File: src/rtl/bcd_display_scanner.sv
// bcd_display_scanner: time-multiplexes packed BCD digits onto one seven-segment decoder with tear-free frame loads
module bcd_display_scanner #(
  parameter int DIGITS   = 4,
  parameter int SCAN_DIV = 1000,
  parameter int GUARD    = 2,
  localparam int IW = DIGITS > 1 ? $clog2(DIGITS) : 1,
  localparam int PW = SCAN_DIV > 1 ? $clog2(SCAN_DIV) : 1
) (
  input  logic                  clk,
  input  logic                  rst,
  input  logic                  load,
  input  logic [4*DIGITS-1:0]   bcd_in,
  input  logic                  lz_en,
  input  logic                  blank_all,
  output logic                  D,
  output logic                  C,
  output logic                  B,
  output logic                  A,
  output logic                  BI,
  output logic [DIGITS-1:0]     dig_en,
  output logic [IW-1:0]         digit_idx,
  output logic                  load_ack,
  output logic                  frame_start
);
  logic [PW-1:0] ps;
  logic [IW-1:0] idx;
  logic [4*DIGITS-1:0] shadow, pending;
  logic pend_v, active, blank_q, lz_q, upper_nz, tick, wrap;
  assign tick = ps == PW'(SCAN_DIV - 1);
  assign wrap = tick && (!active || idx == IW'(DIGITS - 1));
  // blank_all/lz_en are registered so no input reaches an output combinationally
  always_ff @(posedge clk or posedge rst) begin
    if (rst) begin
      ps          <= '0;
      idx         <= '0;
      shadow      <= '0;
      pending     <= '0;
      pend_v      <= 1'b0;
      active      <= 1'b0;
      blank_q     <= 1'b0;
      lz_q        <= 1'b0;
      load_ack    <= 1'b0;
      frame_start <= 1'b0;
    end else begin
      ps          <= tick ? '0 : ps + 1'b1;
      blank_q     <= blank_all;
      lz_q        <= lz_en;
      frame_start <= wrap;
      load_ack    <= wrap && (load || pend_v);
      if (tick) begin
        active <= 1'b1;
        idx    <= wrap ? '0 : idx + 1'b1;
      end
      if (load) pending <= bcd_in;
      if (wrap) begin
        pend_v <= 1'b0;
        if (load) shadow <= bcd_in;
        else if (pend_v) shadow <= pending;
      end else if (load) pend_v <= 1'b1;
    end
  end
  always_comb begin
    upper_nz = 1'b0;
    for (int i = 0; i < DIGITS; i++)
      if (IW'(i) >= idx && shadow[4*i +: 4] != 4'd0) upper_nz = 1'b1;
  end
  assign {D, C, B, A} = shadow[{idx, 2'b00} +: 4];
  assign dig_en      = (active && !blank_q && int'(ps) < SCAN_DIV - GUARD) ? DIGITS'(1) << idx : '0;
  assign BI          = active && !blank_q && !(lz_q && idx != '0 && !upper_nz);
  assign digit_idx   = idx;
endmodule
File: config.mk
export PLATFORM = sky130hd
export DESIGN_NAME = bcd_display_scanner
export DESIGN_NICKNAME = d
export VERILOG_FILES = /design/src/rtl/bcd_display_scanner.sv
export SDC_FILE = /design/constraint.sdc
export NUM_CORES = 1
export LEC_CHECK = 0
export CAP_MARGIN = 20
export CORE_MARGIN = 4
export CORE_UTILIZATION = 30
export DETAILED_ROUTE_END_ITERATION = 10
export HOLD_SLACK_MARGIN = 0.15
export SLEW_MARGIN = 20
export SYNTH_ARGS = -nofsm -noshare
export SYNTH_HDL_FRONTEND = slang
export SYNTH_SLANG_ARGS = --single-unit
File: constraint.sdc
create_clock -name clk -period 2.8 [get_ports clk]
set_input_delay 0.28 -clock clk [delete_from_list [all_inputs] [get_ports clk]]
set_output_delay 0.28 -clock clk [all_outputs]
set_load 0.02 [all_outputs]
# == Word-level counts from Yosys, hierarchy flattened ==
# Index checks and enable logic that the tools add are counted.
# totals
regBits,50
inputBits,21
out_inout_bits,13
# classes
addsub,2
order_cmp,5
eq_ne,2
shift,2
muxes,11
reduce_logical,25
# op_table
op,n
16-bit 2-to-1 mux,2
4-bit nonzero test,4
16-bit by 5-bit variable part select with 4-bit output,1
1-bit logical AND,11
10-bit by 1-bit adder with 10-bit output (second input constant),1
10-bit == test (second input constant),1
10-bit < comparator (second input constant),1
10-bit 2-to-1 mux,1
1-bit 2-to-1 mux,6
2-bit nonzero test,3
1-bit by 2-bit greater-or-equal comparator with 1-bit output (first input constant),2
2-bit greater-or-equal comparator (first input constant),2
1-bit logical NOT,4
4-bit 2-to-1 mux,1
1-bit by 2-bit left shift with 4-bit output (first input constant),1
2-bit by 1-bit adder with 2-bit output (second input constant),1
2-bit == test (second input constant),1
1-bit logical OR,2
2-bit 2-to-1 mux,1
2-bit AND reduction,1

# == Depth between registers and ports, before layout ==
# Gate-level depths: netlist (run 1).
# logic_depth
depth_word,10
depth_mapped,6
ltp_nobuf,5

# == Least setup slack after synthesis (run 1) ==
# OpenSTA, ideal clock, no wires.
# synth_timing
path_kind,reg-to-output
from,"register idx[0], in the netlist digit_idx[0]"
to,output port BI
arrival_ns,2.217
path_slack_ns,0.303
stages_incl_launch_ff,6
n_path_buf,1
cell_sequence,dfrtp_1 clkbuf_1 inv_1 ha_1 or4b_2 o41a_1
# synth_via
elab_chain_cells,10
# synth_rtl
element,line_no,source
"start, declared",26,logic [IW-1:0] idx;
"start signal, assigned",52,idx <= wrap ? '0 : idx + 1'b1;
1-bit by 2-bit greater-or-equal comparator with 1-bit output,65,if (IW'(i) >= idx && shadow[4*i +: 4] != 4'd0) upper_nz = 1'b1;
1-bit logical AND,65,
1-bit 2-to-1 mux (4 in series),65,
1-bit logical NOT,69,assign BI = active && !blank_q && !(lz_q && idx != '0 && !upper_nz);
1-bit logical AND (*),69,
1-bit logical NOT (*),69,
1-bit logical AND (*),69,
"end, declared",19,"output logic BI,"
# Every way passes the cells marked *; elsewhere a longest branch is shown, timed or not.

# == Worst setup path after layout (run 1) ==
# Same ends and word-level chain as after synthesis.

==> flow_summary.ini, run 1 <==
[clocking]
clockBufferDepth = 2
tritoncts = yes
cts_setup_buffers = 0
path_clk_slew_ns = 0.09
clockRootBuffer = clkbuf_8
cts.sinks = 50
cts_hold_buf = 0
htreeDepth = 2
clock_latency_ns = 0.31
cts_made_buffers = 5

[die]
die_w_um = 93.9
core_um2 = 7210
rows = 31
start_util = 0.307
ios = 34
die_y_um = 93.9
fp.dieArea_um2 = 8810

[synth]
synthDistinctLibCells = 36
ys_warn_count = 0
syn_area_um2 = 2210
synthArstFlopShare = 1.00
yosysSeqAreaShare = 0.566
synthCells = 156
synth_fp_nets = 183
synth_edf_count = 0
avgSynthCellArea_um2 = 14.2
ys_ff_latch = 50
synth-main-ff-cell = dfrtp_1

[routing]
avgRoutedWirePerCell_um = 14.0
drc = 0
drt-vias-per-instance = 4.44
drt_iter0_drc = 53
detail-route-antenna-nets = 0
dr.pass1.iters = 4
vias = 1320
wl_um = 4150

[worst_setup_path]
required_ns = 2.52
worst_ep_arrival_time_ns = 2.32
crit_chain = inv_1, ha_1, or4b_2, o41a_1, dlygate4sd2_1
critPathMaxFanout = 4
critical_path_class = flip-flop to output port
max_stage_delay_ns = 0.63
crit_path_end_kind = output port
slowest_stage = or4b_2
start_kind = flip-flop

[placed_design]
dpl.hpwl_um = 3070
pre_cts_slack_ns = 0.327
place_area_um2 = 2670
port_buffers = 33
gp_congestion = 0.757

[pwr]
power.leakage_nw = 1.20
ir_worst_vdd_mv = 0.286
powerDensity_nw_per_um2 = 493
power_w = 0.00137

[sta]
final.min_clock_period_ns = 2.60
tightest_slew_ns = 0.479
hold_ws_ns = 0.303
rsz0062_at_grt = false
finalMaxSlewViolations = 0
timing.setup.tns_ns = 0
hold_violations = 0
slew_headroom = 0.680
finClkSkew_ns = 0.00635
final.setup.worst_slack_ns = 0.205
period_share = 0.927
fmax_mhz = 385
finalSetupViolCount = 0

[run_status]
status = finished clean

[global_route]
grt_max_degree = 24
grt_overflow_total = 0
grt_pass1_wl_um = 7160
track_usage = 0.107
grt_pass1_vias = 1464
antenna_found_initial = 0

[cells_and_area]
synthToLayoutAreaGrowth_pct = 25.4
antenna_cells = 0
fin_area_um2 = 2770
drive_gt1_frac = 0.298
seq_area_um2 = 1250
fillers = 703
layout.nets = 224
multi_input_area_um2 = 905

[flow_run]
cap_violations = 0

[worst_hold_path]
hold_path.class = input pin to asynchronous set/reset pin
-- routing by layer --
layer | vias to the layer above | global-route usage | share of wire
met5 | - | 0 | 0
met4 | 0 | 0.0469 | 0.020
met3 | 7 | 0.0272 | 0.062
met2 | 31 | 0.159 | 0.43
met1 | 645 | 0.146 | 0.48
li1 | 637 | - | -
-- final cells by class --
class	instances	share of cell area
clock buffers	5	0.0248
clock inverters	3	0.0144
inverters	3	0.00406
multi-input cells	98	0.326
flip-flops and latches	50	0.451
well taps	99	0.0447
repair buffers	39	0.135
-- cell usage in the layout (no fill, tap or decap), drive strengths merged, types with 2 or more instances in the layout --
master,n
xor2,3
inv,3
clkdlybuf4s50,32
o21a,2
nor4,2
mux2,32
buf,6
clkinv,2
nand3,6
a21o,2
ha,6
and2,5
and4,2
nor2b,2
nor2,11
xnor2,3
clkbuf,5
o21ai,2
mux4,4
nor3,2
nand2,4
dfrtp,50
-- stage by stage --
| step | utilization | std cells |
|---|---|---|
| after CTS | 0.384 | 297 |
| after global placement | 0.370 | 289 |
| after global routing | 0.384 | 297 |
| final | 0.384 | 297 |
| after detailed placement | 0.370 | 289 |
| after floorplan | - | 156 |
-- cells in the mapped netlist, types with 2 or more instances --
master,number,area (µm²)
ha_1,6,75.1
o21a_1,2,15.0
nor2_1,11,41.3
nand3_1,5,25.0
nor4_1,2,12.5
mux4_2,4,90.1
inv_1,3,11.3
buf_6,2,22.5
dfrtp_1,50,1250
and2_1,4,25.0
o21ai_0,2,10.0
nand2_1,4,15.0
xnor2_1,3,26.3
clkbuf_1,2,7.51
xor2_1,3,26.3
nor2b_1,2,12.5
mux2_2,32,360
-- repair_timing --
action	in CTS	in global routing
resized for setup	1	0
endpoints found under the hold margin	0	0
setup endpoints to repair	1	0
-- cells by family after synthesis --
group,Yosys count,share of synthesized area
DFF,50,0.566
and+or+nand+nor,39,0.111
muxes,36,0.204
AOI/OAI and AO/OA,11,0.0362
buffers and inverters,8,0.0255
xor gates and xnor gates,6,0.0238
adders and majority gates,6,0.0339
-- final timing paths --
| kind | start | endpoint | slack (ns) | cells after the start |
|---|---|---|---|---|
| worst min register to register | ps[0]$_DFF_PP0_ | ps[0]$_DFF_PP0_ | 0.49 | 1 |
| min in group clk | blank_all | blank_q$_DFF_PP0_ | 0.40 | 1 |
| worst max-delay path | digit_idx[0]$_DFFE_PP0N_ | BI | 0.20 | 5 |
| worst min-delay path | rst | pending[1]$_DFFE_PP0P_ | 0.30 | 2 |
| max in group asynchronous | rst | pending[12]$_DFFE_PP0P_ | 1.93 | 3 |
| worst max register to register | ps[1]$_DFF_PP0_ | shadow[10]$_DFFE_PP0P_ | 0.90 | 6 |
-- sequential cells by signal, summed over array words and instances, names as in the netlist --
signal	count
blank_q	1
ps	10
load_ack	1
active	1
digit_idx	2
lz_q	1
shadow	16
pend_v	1
pending	16
frame_start	1
-- report_power, final --
group          total (W)  switching (W)  internal (W)
combinational   0.000104      0.0000418     0.0000626
sequential      0.000767      0.0000123      0.000754
clock           0.000498       0.000235      0.000263
-- critical path: cells and delay by family, from the launching register on --
family / cells / cell delay [ns]
fa+ha+maj: 1 / 0.22
compound gates: 1 / 0.39
flops: 1 / 0.36
simple gates: 1 / 0.63
buf+inv: 2 / 0.41
(Power assumes the default switching activity.)
==> run 2, diff against run 1 <==
--- a/config.mk
+++ b/config.mk
@@ -6,10 +6,14 @@
 export NUM_CORES = 1
 export LEC_CHECK = 0
 export CAP_MARGIN = 20
+export CELL_PAD_IN_SITES_DETAIL_PLACEMENT = 0
+export CELL_PAD_IN_SITES_GLOBAL_PLACEMENT = 1
 export CORE_MARGIN = 4
 export CORE_UTILIZATION = 30
 export DETAILED_ROUTE_END_ITERATION = 10
+export DONT_BUFFER_PORTS = 1
 export HOLD_SLACK_MARGIN = 0.15
+export PLACE_DENSITY_LB_ADDON = 0.1
 export SLEW_MARGIN = 20
 export SYNTH_ARGS = -nofsm -noshare
 export SYNTH_HDL_FRONTEND = slang
==> flow_summary.ini, run 2 (synthesized netlist as in run 1, its figures left out) <==
[routing]
drt_iter0_drc = 41
route.met2.wl_um = 2090
top_layer = met4
wl_um = 4480
dr.pass1.iters = 4
detail-route-antenna-nets = 0
routed-wl-met3_um = 243
vias = 1300
route.layer.met1.wl_um = 2110
avgRoutedWirePerCell_um = 15.8
drt-vias-per-instance = 4.58
drc = 0

[worst_setup_path]
critical_path_class = flip-flop to output port
start_kind = flip-flop
r2r_end = shadow[5]$_DFFE_PP0P_
reg2reg_from = ps[1]$_DFF_PP0_
reg2reg_depth = 5
critPathMaxFanout = 4
startpoint = digit_idx[1]$_DFFE_PP0N_
required_ns = 2.52
worst_ep_arrival_time_ns = 2.15
crit_path_end_kind = output port
reg2reg_slack_ns = 0.61
critPathCapture = BI

[sta]
finalSetupViolCount = 0
finClkSkew_ns = 0.00759
timing.setup.tns_ns = 0
final.min_clock_period_ns = 2.43
hold_violations = 0
period_share = 0.867
rsz0062_at_grt = false
finalMaxSlewViolations = 0
fmax_mhz = 412
tightest_slew_ns = 0.868
slew_headroom = 0.420

[cells_and_area]
antenna_cells = 0
synthToLayoutAreaGrowth_pct = 20.3
layout.nets = 211
fillers = 738
final_common_cell = dfrtp_1
final_cell_mix = dfrtp_1, mux2_2, dlygate4sd3_1
drive_gt1_frac = 0.297
top_regs = pending x16, shadow x16, ps x10
multi_input_area_um2 = 905
seq_area_um2 = 1250
stdcell_count = 284

[pwr]
ir_worst_vdd_mv = 0.171
powerDensity_nw_per_um2 = 518
power.leakage_nw = 1.15

[clocking]
cts_setup_buffers = 0
clockRootBuffer = clkbuf_8
clockBufferDepth = 2
cts_made_buffers = 5
path_clk_slew_ns = 0.09
cts.sinks = 50
htreeDepth = 2
clock_latency_ns = 0.30
tritoncts = yes

[flow_run]
cap_violations = 0

[die]
die_w_um = 93.9
core_um2 = 7210
rows = 31
fp.dieArea_um2 = 8810
ios = 34
start_util = 0.307
die_y_um = 93.9

[placed_design]
port_buffers = 0
dpl.hpwl_um = 3140
dp.cells = 252
gp_congestion = 0.715

[global_route]
track_usage = 0.116
antenna_found_initial = 0
grt_pass1_wl_um = 7850
grt_pass1_vias = 1501
grt_max_degree = 51
grt_overflow_total = 0

[worst_hold_path]
hold_path.class = input pin to flip-flop
worstHoldStart = bcd_in[14]

[run_status]
status = finished clean
-- run 2: cell types whose count changed in the layout (fill, tap and decap cells not counted), sizes merged --
cell / previous run / this run
clkinvlp: 0 / 2
buf: 6 / 2
clkdlybuf4s50: 32 / 0
inv: 3 / 2
dlygate4sd2: 1 / 0
dlygate4sd3: 0 / 24
clkinv: 2 / 1
-- run 2: layout make-up --
cell class / instances / share of cell area
Clock buffer: 5 / 0.0259
Clock inverter: 3 / 0.0169
Inverter: 3 / 0.00470
Multi-Input combinational cell: 98 / 0.340
Sequential cell: 50 / 0.470
Tap cell: 99 / 0.0465
Timing Repair Buffer: 26 / 0.0959
-- run 2: worst min-delay path by stage --
stage | to | cells past startpoint
3_3_place_gp | lz_q$_DFF_PP0_ | 0
3_5_place_dp | blank_q$_DFF_PP0_ | 0
4_1_cts | shadow[11]$_DFFE_PP0P_ | 1
5_1_grt | pending[5]$_DFFE_PP0P_ | 1
2_1_floorplan | blank_q$_DFF_PP0_ | 0
6_report | pending[14]$_DFFE_PP0P_ | 1
-- run 2: power by group --
group          internal (W)  switching, W
Clock              0.000266      0.000244
Sequential         0.000754     0.0000117
Combinational     0.0000618     0.0000402
-- run 2: metrics by stage --
stage / cell area [µm²] / util / worst slack, ns / power, W / hold WS [ns]
CTS: 2640 / 0.366 / 0.356 / 0.00140 / 0.151
global route: 2660 / 0.369 / 0.267 / 0.00145 / 0.150
floorplan: 2210 / - / 0.303 / 0.000838 / 0.311
detailed placement: 2310 / 0.320 / 0.603 / 0.000851 / 0.312
finish: 2660 / 0.369 / 0.373 / 0.00138 / 0.156
global placement: 2310 / 0.320 / 0.644 / 0.000848 / 0.312
-- run 2: metal layers --
layer	up-vias	track usage
met4	0	0.0325
met2	28	0.183
li1	612	-
met3	4	0.0385
met1	656	0.151
met5	-	0
-- run 2: repair_timing --
| item | 4_1_cts | 5_1_grt |
|---|---|---|
| resized for setup | 0 | 0 |
| hold buffers | 22 | 2 |
| endpoints found under the hold margin | 14 | 51 |
-- run 2: worst max-delay path, stage by stage (launching register included) --
cell     delay, ns
dfrtp_1       0.41
inv_1         0.10
ha_1          0.20
or4b_2        0.64
o41a_1        0.50
==> run 3, diff against run 2 <==
--- a/config.mk
+++ b/config.mk
@@ -13,7 +13,7 @@
 export DETAILED_ROUTE_END_ITERATION = 10
 export DONT_BUFFER_PORTS = 1
 export HOLD_SLACK_MARGIN = 0.15
-export PLACE_DENSITY_LB_ADDON = 0.1
+export PLACE_DENSITY = 0.5
 export SLEW_MARGIN = 20
 export SYNTH_ARGS = -nofsm -noshare
 export SYNTH_HDL_FRONTEND = slang
==> flow_summary.ini, run 3 (synthesized netlist as in run 1, its figures left out) <==
[routing]
drt-vias-per-instance = 4.66
detail-route-antenna-nets = 0
drt_iter0_drc = 24
vias = 1364
drc = 0
wl_um = 4520
dr.pass1.iters = 4
avgRoutedWirePerCell_um = 15.4

[clocking]
htreeDepth = 2
tritoncts = yes
clock_latency_ns = 0.30
cts_setup_buffers = 0
clockRootBuffer = clkbuf_8
cts_resized = 0
cts_made_buffers = 5
path_clk_slew_ns = 0.09
clockBufferDepth = 2
cts.sinks = 50

[sta]
timing.setup.tns_ns = 0
hold_ws_ns = 0.165
hold_violations = 0
finalSetupViolCount = 0
period_share = 0.839
rsz0062_at_grt = false
slew_headroom = 0.423
finClkSkew_ns = 0.00900
fmax_mhz = 426
tightest_slew_ns = 0.865
finalMaxSlewViolations = 0
final.min_clock_period_ns = 2.35

[global_route]
track_usage = 0.108
grt_max_degree = 51
antenna_found_initial = 0
grt_pass1_wl_um = 7290
grt_pass1_vias = 1444
grt_overflow_total = 0

[pwr]
switching_power_w = 0.000302
power.leakage_nw = 1.19
p_sw_frac = 0.215
powerDensity_nw_per_um2 = 509
power.internal_w = 0.00110
seqPwrFrac = 0.547
clockPowerShare = 0.370
pwr-share-comb = 0.083
ir_worst_vdd_mv = 0.256

[cells_and_area]
top_regs = pending x16, shadow x16, ps x10
antenna_cells = 0
drive_gt1_frac = 0.289
final_cell_mix = dfrtp_1, mux2_2, dlygate4sd3_1
fillers = 702
final_common_cell = dfrtp_1
layout.nets = 220
synthToLayoutAreaGrowth_pct = 24.4

[placed_design]
gp_congestion = 0.737
port_buffers = 0
dpl.hpwl_um = 3180

[worst_setup_path]
start_kind = flip-flop
worst_ep_arrival_time_ns = 2.07
startpoint = digit_idx[0]$_DFFE_PP0N_
critPathMaxFanout = 4
required_ns = 2.52
critical_path_class = flip-flop to output port
crit_path_end_kind = output port
reg2reg_from = ps[1]$_DFF_PP0_

[flow_run]
cap_violations = 0

[die]
fp.dieArea_um2 = 8810
die_w_um = 93.9
start_util = 0.307
die_y_um = 93.9
ios = 34
rows = 31
core_um2 = 7210

[run_status]
status = finished clean

[worst_hold_path]
hold_path.class = input pin to flip-flop
worstHoldStart = bcd_in[10]
-- run 3: metal layers --
layer	routed length [µm]	vias to the layer above	track usage
met2	2240	26	0.180
met5	0	-	0
met4	48	0	0.0397
li1	-	629	-
met3	269	5	0.0361
met1	1960	704	0.130
-- run 3: repair_timing --
item	4_1_cts	5_1_grt
hold buffers	31	1
endpoints found under the hold margin	67	2
setup endpoints to repair	0	0
-- run 3: final timing paths --
check	to	slack [ns]	depth (start not counted)
max in group asynchronous	pending[2]$_DFFE_PP0P_	1.70	2
min	pending[10]$_DFFE_PP0P_	0.16	1
max	BI	0.45	4
min in group asynchronous	ps[2]$_DFF_PP0_	0.58	2
max reg2reg	shadow[6]$_DFFE_PP0P_	0.88	6
min reg2reg	active$_DFFE_PP0N_	0.48	1
-- run 3: layout make-up --
cell class / instances / area [µm²] / area share
sequential: 50 / 1250 / 0.455
multi-input combinational: 98 / 905 / 0.329
timing repair buffer: 35 / 343 / 0.125
tap: 99 / 124 / 0.0450
clock buffer: 5 / 68.8 / 0.0250
clock inverter: 3 / 48.8 / 0.0177
inverter: 3 / 12.5 / 0.00455
-- run 3: power groups by stage --
stage / Combinational (W) / Sequential [W] / Clock [W]
finish: 0.000116 / 0.000767 / 0.000519
global route: 0.000128 / 0.000772 / 0.000573
CTS: 0.000115 / 0.000768 / 0.000541
detailed placement: 0.0000677 / 0.000782 / 0
global placement: 0.0000656 / 0.000782 / 0
floorplan: 0.0000616 / 0.000776 / 0
-- run 3: metrics by stage --
step / util / area, µm² / power, W / std cells / worst slack [ns]
global placement: 0.321 / 2310 / 0.000847 / 253 / 0.811
finish: 0.382 / 2750 / 0.00140 / 293 / 0.450
global route: 0.382 / 2750 / 0.00147 / 293 / 0.378
CTS: 0.380 / 2740 / 0.00142 / 292 / 0.433
detailed placement: 0.321 / 2310 / 0.000850 / 253 / 0.778
floorplan: - / 2210 / 0.000838 / 156 / 0.303
-- run 3: worst max-delay path, cell delays in order, from the launching register on --
cell and delay [ns]:
dfrtp_1 0.36, inv_1 0.08, ha_1 0.21, or4b_2 0.63
o41a_1 0.49
